[config.mk]
export PLATFORM = sky130hd
export DESIGN_NAME = lfsr_shift_engine_flat
export DESIGN_NICKNAME = d
export VERILOG_FILES = /design/src/rtl/lfsr_shift_engine_if.sv /design/src/rtl/lfsr_shift_engine.sv /design/src/flat_wrapper.sv
export SDC_FILE = /design/constraint.sdc
export NUM_CORES = 1
export LEC_CHECK = 0
export ABC_CLOCK_PERIOD_IN_PS = 3100
export BUFFER_PORTS_ARGS = -buffer_cell sky130_fd_sc_hd__buf_2
export CORE_MARGIN = 5
export CORE_UTILIZATION = 58
export DETAILED_ROUTE_END_ITERATION = 10
export MAX_ROUTING_LAYER = met4
export PLACE_DENSITY = 0.86
export SYNTH_ARGS = -nofsm -noshare
export SYNTH_HDL_FRONTEND = slang
export SYNTH_SLANG_ARGS = --single-unit
[constraint.sdc]
create_clock -name clk -period 3.1 [get_ports clk]
set_clock_uncertainty 0.15 [all_clocks]
set_input_delay 0.155 -clock clk [delete_from_list [all_inputs] [get_ports clk]]
set_output_delay 0.155 -clock clk [all_outputs]
set_load 0.02 [all_outputs]
[src/rtl/lfsr_shift_engine_if.sv]
// Control/data bundle between the pattern logic and the shift/LFSR engine.
// Signal names keep their direction prefixes because they are the block's public port names.
interface lfsr_shift_engine_if #(
  parameter int unsigned WIDTH = 8
);
  logic [WIDTH-1:0] i_num;
  logic             i_load;
  logic             i_run;
  logic             i_step;
  logic [2:0]       i_mode;
  logic [WIDTH-1:0] o_num;
  logic             o_step;
  logic             o_reseed;
  logic             o_zero;

  modport master (
    output i_num, i_load, i_run, i_step, i_mode,
    input  o_num, o_step, o_reseed, o_zero
  );

  modport slave (
    input  i_num, i_load, i_run, i_step, i_mode,
    output o_num, o_step, o_reseed, o_zero
  );
endinterface

[src/rtl/lfsr_shift_engine.sv]
// Mode-selectable WIDTH-bit shift/LFSR register with a prescaled free-run advance,
// single-step, synchronous load and LFSR lock-up reseed.
module lfsr_shift_engine #(
  parameter int unsigned      WIDTH = 8,
  parameter logic [WIDTH-1:0] TAPS  = WIDTH'(8'h1D),
  parameter logic [WIDTH-1:0] SEED  = WIDTH'(8'h01),
  parameter int unsigned      DIV   = 5000000
) (
  input logic                clk,
  input logic                rst,
  lfsr_shift_engine_if.slave bus
);

  localparam int unsigned      CNT_W     = (DIV > 1) ? $clog2(DIV) : 1;
  localparam logic [CNT_W-1:0] CNT_MAX   = CNT_W'(DIV - 1);
  localparam logic [2:0]       MODE_LFSR = 3'b001;

  logic [CNT_W-1:0] count;
  logic [WIDTH-1:0] state;
  logic             step_p1;
  logic             reseed_p1;
  logic             ptick;
  logic             advance;
  logic             lockup;

  // One-bit move of the current state; an all-zero LFSR is reseeded instead of stuck.
  function automatic logic [WIDTH-1:0] shift_next(input logic [WIDTH-1:0] s,
                                                   input logic [2:0]       mode);
    logic signed [WIDTH-1:0] s_signed;
    logic        [WIDTH-1:0] r;
    s_signed = s;
    case (mode)
      3'b001:  r = (s == '0) ? SEED : {^(s & TAPS), s[WIDTH-1:1]};
      3'b010:  r = {1'b0, s[WIDTH-1:1]};
      3'b011:  r = {s[WIDTH-2:0], 1'b0};
      3'b100:  r = {s[0], s[WIDTH-1:1]};
      3'b101:  r = {s[WIDTH-2:0], s[WIDTH-1]};
      3'b110:  r = s_signed >>> 1;
      default: r = s;
    endcase
    return r;
  endfunction

  assign ptick   = bus.i_run && (count == CNT_MAX);
  assign advance = ptick || bus.i_step;
  assign lockup  = advance && (bus.i_mode == MODE_LFSR) && (state == '0);

  // Prescaler: holds while paused, restarts on load so the next tick is a full period away.
  always_ff @(posedge clk or negedge rst) begin
    if (!rst) begin
      count <= '0;
    end else if (bus.i_load) begin
      count <= '0;
    end else if (bus.i_run) begin
      count <= (count == CNT_MAX) ? '0 : count + CNT_W'(1);
    end
  end

  // Stage p0 -> p1: register update and the one-cycle step/reseed strobes.
  always_ff @(posedge clk or negedge rst) begin
    if (!rst) begin
      state     <= SEED;
      step_p1   <= 1'b0;
      reseed_p1 <= 1'b0;
    end else begin
      step_p1   <= advance && !bus.i_load;
      reseed_p1 <= lockup && !bus.i_load;
      if (bus.i_load) begin
        state <= bus.i_num;
      end else if (advance) begin
        state <= shift_next(state, bus.i_mode);
      end
    end
  end

  assign bus.o_num    = state;
  assign bus.o_step   = step_p1;
  assign bus.o_reseed = reseed_p1;
  assign bus.o_zero   = (state == '0);

endmodule

[src/flat_wrapper.sv]
// flat-port wrapper written by rule: the top's interface ports become plain ports
module lfsr_shift_engine_flat 
#(
  parameter int unsigned      WIDTH = 8,
  parameter logic [WIDTH-1:0] TAPS  = WIDTH'(8'h1D),
  parameter logic [WIDTH-1:0] SEED  = WIDTH'(8'h01),
  parameter int unsigned      DIV   = 5000000
)
  (clk, rst, bus_i_num, bus_i_load, bus_i_run, bus_i_step, bus_i_mode, bus_o_num, bus_o_step, bus_o_reseed, bus_o_zero);
  lfsr_shift_engine_if #(.WIDTH(WIDTH)) bus_i ();
  input logic clk;
  input logic rst;
  input wire logic [$bits(bus_i.i_num)-1:0] bus_i_num;
  input wire logic [$bits(bus_i.i_load)-1:0] bus_i_load;
  input wire logic [$bits(bus_i.i_run)-1:0] bus_i_run;
  input wire logic [$bits(bus_i.i_step)-1:0] bus_i_step;
  input wire logic [$bits(bus_i.i_mode)-1:0] bus_i_mode;
  output wire logic [$bits(bus_i.o_num)-1:0] bus_o_num;
  output wire logic [$bits(bus_i.o_step)-1:0] bus_o_step;
  output wire logic [$bits(bus_i.o_reseed)-1:0] bus_o_reseed;
  output wire logic [$bits(bus_i.o_zero)-1:0] bus_o_zero;
  assign bus_i.i_num = bus_i_num;
  assign bus_i.i_load = bus_i_load;
  assign bus_i.i_run = bus_i_run;
  assign bus_i.i_step = bus_i_step;
  assign bus_i.i_mode = bus_i_mode;
  assign bus_o_num = bus_i.o_num;
  assign bus_o_step = bus_i.o_step;
  assign bus_o_reseed = bus_i.o_reseed;
  assign bus_o_zero = bus_i.o_zero;
  lfsr_shift_engine #(.WIDTH(WIDTH), .TAPS(TAPS), .SEED(SEED), .DIV(DIV)) u_core (.clk(clk), .rst(rst), .bus(bus_i));
endmodule
# Yosys cells after proc, flatten, opt, wreduce, memory -nomap -nowiden
# Index checks and enable logic that the tools add are counted.
totals:
  output_inout_bits: 11
  memories: 0
  latchBits: 0
  ramBits: 0
  mem_bits_ro: 0
  in_bits: 16
  register_bits: 33
classes:
  n_addsub: 1
  n_bitwise: 0
  muxes: 7
  shift: 0
  n_reduce_logical: 15
  n_eq_ne: 8
  multipliers: 0
  div_mod_pow: 0
  n_lt_le_gt_ge: 0
op_table:
  columns: ["cell", "count"]
  rows:
  - ["$mux 23", 3]
  - ["$pmux 8 s6", 1]
  - ["$mux 8", 3]
  - ["$add 23x1->23 const B", 1]
  - ["$eq 23x23->1 const B", 1]
  - ["$eq 3x3->1 const B", 3]
  - ["$logic_not 8->1", 1]
  - ["$reduce_xor 8->1", 1]
  - ["$reduce_bool 7->1", 1]
  - ["$eq 3x2->1 const B", 2]
  - ["$reduce_bool 6->1", 1]
  - ["$logic_and 1x1->1", 5]
  - ["$reduce_bool 2->1", 2]
  - ["$eq 3x1->1 const B", 1]
  - ["$reduce_and 3->1", 1]
  - ["$ne 2x2->1 const B", 1]
  - ["$reduce_and 2->1", 1]
  - ["$logic_not 1->1", 1]
  - ["$logic_or 1x1->1", 1]

# Longest topological paths before layout
depth:
  ltp_word: 6
  ltp_mapped: 6
  depth_no_buf: 6

# Least setup slack after synthesis
# No wires, ideal clock.
synth_path:
  kind: "register to register"
  startpoint: "register u_core.count[0]"
  endpoint: "register u_core.state[1], in the netlist u_core.bus.o_num[1]"
  stages_incl_launch_ff: 7
  required_time_ps: 2825
  period_less_slack_ps: 2193
  slack_ps: 907
  t_arrival_ps: 1919
  path_cell_list: "dfrtp_1 > ha_1 > nand2_1 > or3_4 > o41ai_2 > a31oi_2 > mux2_2"
synth_via:
  elab_chain_cells: 5
synth_lines:
  columns: ["item", "line_no", "rtl"]
  rows:
  - ["from (decl)", "lfsr_shift_engine.sv:18", "logic [CNT_W-1:0] count;"]
  - ["from (signal assigned)", "lfsr_shift_engine.sv:55", "count <= (count == CNT_MAX) ? '0 : count + CNT_W'(1);"]
  - ["$eq 23x23->1", "lfsr_shift_engine.sv:44", "assign ptick = bus.i_run && (count == CNT_MAX);"]
  - ["$logic_and 1x1->1", "lfsr_shift_engine.sv:44", null]
  - ["$logic_or 1x1->1", "lfsr_shift_engine.sv:45", "assign advance = ptick || bus.i_step;"]
  - ["$reduce_bool 2->1 (no line)", null, null]
  - ["$reduce_and 2->1 (no line)", null, null]
  - ["to (signal assigned)", "lfsr_shift_engine.sv:69", "state <= bus.i_num;"]
  - ["to (signal assigned)", "lfsr_shift_engine.sv:71", "state <= shift_next(state, bus.i_mode);"]
  - ["to (decl)", "lfsr_shift_engine.sv:19", "logic [WIDTH-1:0] state;"]
# No other way between the ends.
# A chain may end at the register's enable or synchronous reset.

# Final worst setup path
layout_path:
  startpoint: "register u_core.count[0]"
  endpoint: "register u_core.state[3], in the netlist u_core.bus.o_num[3]"
# Same word-level chain as after synthesis.

==> results by group <==
Worst setup path
  – Launch instance of the worst register-to-register path: u_core.count[0]$_DFFE_PN0P_
  – Class of the most critical setup path: register to register
  – CP Launch Type: register
  – Kind of end point of the critical path: register
  – Worst Setup EP: u_core.bus.o_num[3]$_DFFE_PN0P_
  – CP cell instances: ha_1, nand2_1, or3_4, o41ai_2, a31oi_2, mux2_2
  – FF-to-FF path depth: 6
  – Maximum fanout encountered on the critical timing path: 7
  – Delay-heaviest family, CP: compound AO/OA/AOI/OAI gates
  – Minimum setup slack among reg-to-reg paths: 0.74 ns
  – Data required time at the worst endpoint: 3.12 ns
  – Reg2reg end: u_core.bus.o_num[3]$_DFFE_PN0P_
  – Number of cells on the critical path: 6
  – Buffers plus inverters on the worst setup path: 0
  – Crit-path max cell delay: 0.41 ns
  – Crit path max-delay cell type: or3_4
  – Origin of the worst setup path: u_core.count[0]$_DFFE_PN0P_
  – Worst EP arrival: 2.38 ns

Pwr
  – P_sw: 312 uW
  – Switching portion of total power: 28.1%
  – Flop pwr share: 44.5%
  – Clock share of power: 38.1%
  – Power per Cell Area: 456 nW/um2
  – Max IR drop VDD: 0.242 mV
  – Combinational share of power: 17.4%
  – Pint: 800 uW
  – Reported leakage power: 0.00104 uW

Floorplan
  – Row count: 22
  – Number of top-level pins: 27
  – Die extent in x: 71.0 um
  – Die area: 5040 um2
  – Total core area: 3630 um2
  – Die boundary height: 71.0 um
  – Initial core utilization: 59.4%

Routing
  – Count of antenna-violating nets left after detailed routing: 0
  – Routed wire length: 4780 um
  – Count of TritonRoute iterations in the first routing pass: 4
  – First-iteration detailed-routing DRC count: 210
  – Average wire per cell in the routed design: 15.3 um
  – Vias after detailed routing: 1,938
  – Number of vias per cell: 6.21
  – DRC Markers: 0

Synth
  – Top post-synthesis cells by area: dfrtp_1 37%, nand2_1 3.7%, xor2_1 3.7%
  – Mapped cell area: 2160 um2
  – Synth Warn #: 0
  – Prevailing post-synth register cell: dfrtp_1
  – Share of the synthesized area in the top cell type: 37.1%
  – Count of state elements after synthesis: 33
  – Share of synthesized area occupied by flip-flops and latches: 38.3%
  – Number of enable-type register cells in the synthesized netlist: 0
  – Synthesized instance count: 240
  – Average footprint of a synthesized cell: 8.99 um2
  – Share of flip-flops with an asynchronous set or reset: 100%
  – Largest area contributor in the synthesized netlist: dfrtp_1
  – Net count after synthesis: 258
  – Count of distinct cell types in the synthesized netlist: 52

STA
  – Final total negative setup slack: 0 ns
  – Final setup vio count: 0
  – Worst slack on hold paths: 0.0623 ns
  – Slew at the pin closest to its max-slew limit: 0.753 ns
  – Upper clock frequency limit: 423 MHz
  – Tmin final: 2.36 ns
  – Unrepaired setup endpoints after global routing: false
  – Worst slew margin: 49.8%
  – Final Hold Viols: 0
  – Slew Viols, Final: 0
  – Period Utilization, post-route: 76.2%

CTS
  – Clock sinks: 33
  – CTS tree: yes
  – Num CTS Buffers: 5
  – Maximum buffer depth of the clock tree: 2
  – Total number of H-tree levels: 2
  – Buffers inserted by post-CTS timing repair: 0
  – Library cell used as clock root buffer: clkbuf_8
  – Insertion delay of the later-clocked pin in the worst-skew pair: 0.29 ns
  – Hold Buf Count CTS: 1
  – Clock-pin slew on the worst setup and hold paths: 0.07 ns
  – PostCTS Resize Cnt: 0

Finish
  – Fill cells: 296
  – Commonest cells after routing, fill and taps aside: 32 x dfrtp_1, 26 x buf_2, 21 x nand2_1
  – Commonest non-fill, non-tap cell in the layout: dfrtp_1
  – Fraction of layout cells with a size suffix above 1: 19.3%
  – Area delta synth->final: 13.2%
  – Antenna Diode Count: 0
  – Post-route core utilization: 67.2%
  – Layout net count: 281

Global route
  – Overall routing resource usage: 20.9%
  – Remaining Overflow, GRT: 0
  – Global-route wire length before repair: 8240 um
  – Vias in the first global route: 1,824
  – Number of antenna violations at the first check in global routing: 0
  – Pin count of the biggest net entering global routing: 35

Status
  – Outcome: completed

Placement
  – Final Wtd Congestion: 0.841
  – Port Buffers: 26
  – HPWL after detailed placement: 3360 um

Min path
  – Worst hold-check path type: primary input to register

Flow run
  – Number of violations of the max-capacitance limit: 0
power groups by stage:
stage / sequential [uW] / clock (uW) / combinational [uW]
4_1_cts: 494 / 429 / 195
3_5_place_dp: 501 / 0 / 194
2_1_floorplan: 514 / 0 / 114
6_report: 495 / 423 / 194
3_3_place_gp: 501 / 0 / 189
5_1_grt: 500 / 453 / 217
sequential cells by signal, summed over array words and instances (netlist names):
signal               cells
u_core.bus.o_reseed      1
u_core.bus.o_num         8
u_core.bus.o_step        1
u_core.count            23
kinds of logic (layout without fill, tap and decap cells):
kind of cell / Yosys count / count (layout) / share of synthesized area (%)
and+or+nand+nor: 112 / 112 / 29.7
AOI/OAI and AO/OA: 46 / 46 / 15.4
muxes: 13 / 13 / 6.38
adders and majority gates: 2 / 2 / 1.16
DFF: 33 / 33 / 38.3
xor gates and xnor gates: 13 / 13 / 5.28
buffers and inverters: 21 / 45 / 3.71
final cells by class:
cell class	instances	area [um2]	area share (%)
Tap cell	48	60.1	2.46
Clock buffer	6	82.6	3.38
Inverter	8	30.0	1.23
Sequential cell	33	827	33.9
Multi-Input combinational cell	186	1250	51.2
Clock inverter	2	37.5	1.54
Timing Repair Buffer	29	155	6.35
metrics by stage:
stage,power [uW],area (um2),cells,setup WS (ns)
2_1_floorplan,629,2160,240,0.907
3_3_place_gp,690,2310,303,0.824
3_5_place_dp,695,2310,303,0.746
4_1_cts,1120,2440,312,0.722
5_1_grt,1170,2440,312,0.603
6_report,1110,2440,312,0.738
metal layers:
metal / up-vias / wire, um / track usage [%]
li1: 937 / - / -
met1: 948 / 2200 / 26.4
met2: 48 / 2320 / 34.5
met3: 5 / 216 / 4.26
met4: 0 / 40 / 5.22
met5: - / 0 / -
synthesized netlist by cell type (3+ instances only):
| master | instances |
|---|---|
| mux2_2 | 6 |
| nand2_1 | 21 |
| a21oi_1 | 7 |
| o221ai_1 | 3 |
| nand3_1 | 14 |
| nor4_1 | 3 |
| nor2b_1 | 4 |
| xor2_1 | 9 |
| nand2b_1 | 5 |
| a211oi_1 | 8 |
| nand4_1 | 11 |
| xnor2_1 | 4 |
| a31oi_1 | 4 |
| dfrtp_1 | 32 |
| nor3b_1 | 3 |
| nor2_1 | 19 |
| nand3b_1 | 3 |
| nor3_1 | 4 |
| nor4b_1 | 4 |
| inv_1 | 7 |
| mux2i_1 | 7 |
| clkbuf_1 | 11 |
| and2_1 | 3 |
| and3_1 | 6 |
| o21ai_0 | 9 |
worst min-delay path: cells and delay by family:
kind,cells,cell delay (ns)
simple gates,1,0.04
buf+inv,1,0.08
compound gates,1,0.06
mux,1,0.14
worst min path at each step:
stage	start	endpoint	slack (ns)	cells past startpoint
after CTS	bus_i_mode[0]	u_core.bus.o_reseed$_DFF_PN0_	0.05	2
after global placement	rst	u_core.count[15]$_DFFE_PN0P_	0.10	1
final	bus_i_num[4]	u_core.bus.o_num[4]$_DFFE_PN0P_	0.06	4
after global routing	bus_i_mode[0]	u_core.bus.o_reseed$_DFF_PN0_	0.06	2
after detailed placement	rst	u_core.count[16]$_DFFE_PN0P_	0.11	1
after floorplan	rst	u_core.bus.o_num[1]$_DFFE_PN0P_	-0.29	0
No activity file was read; power rests on OpenSTA's default activity.
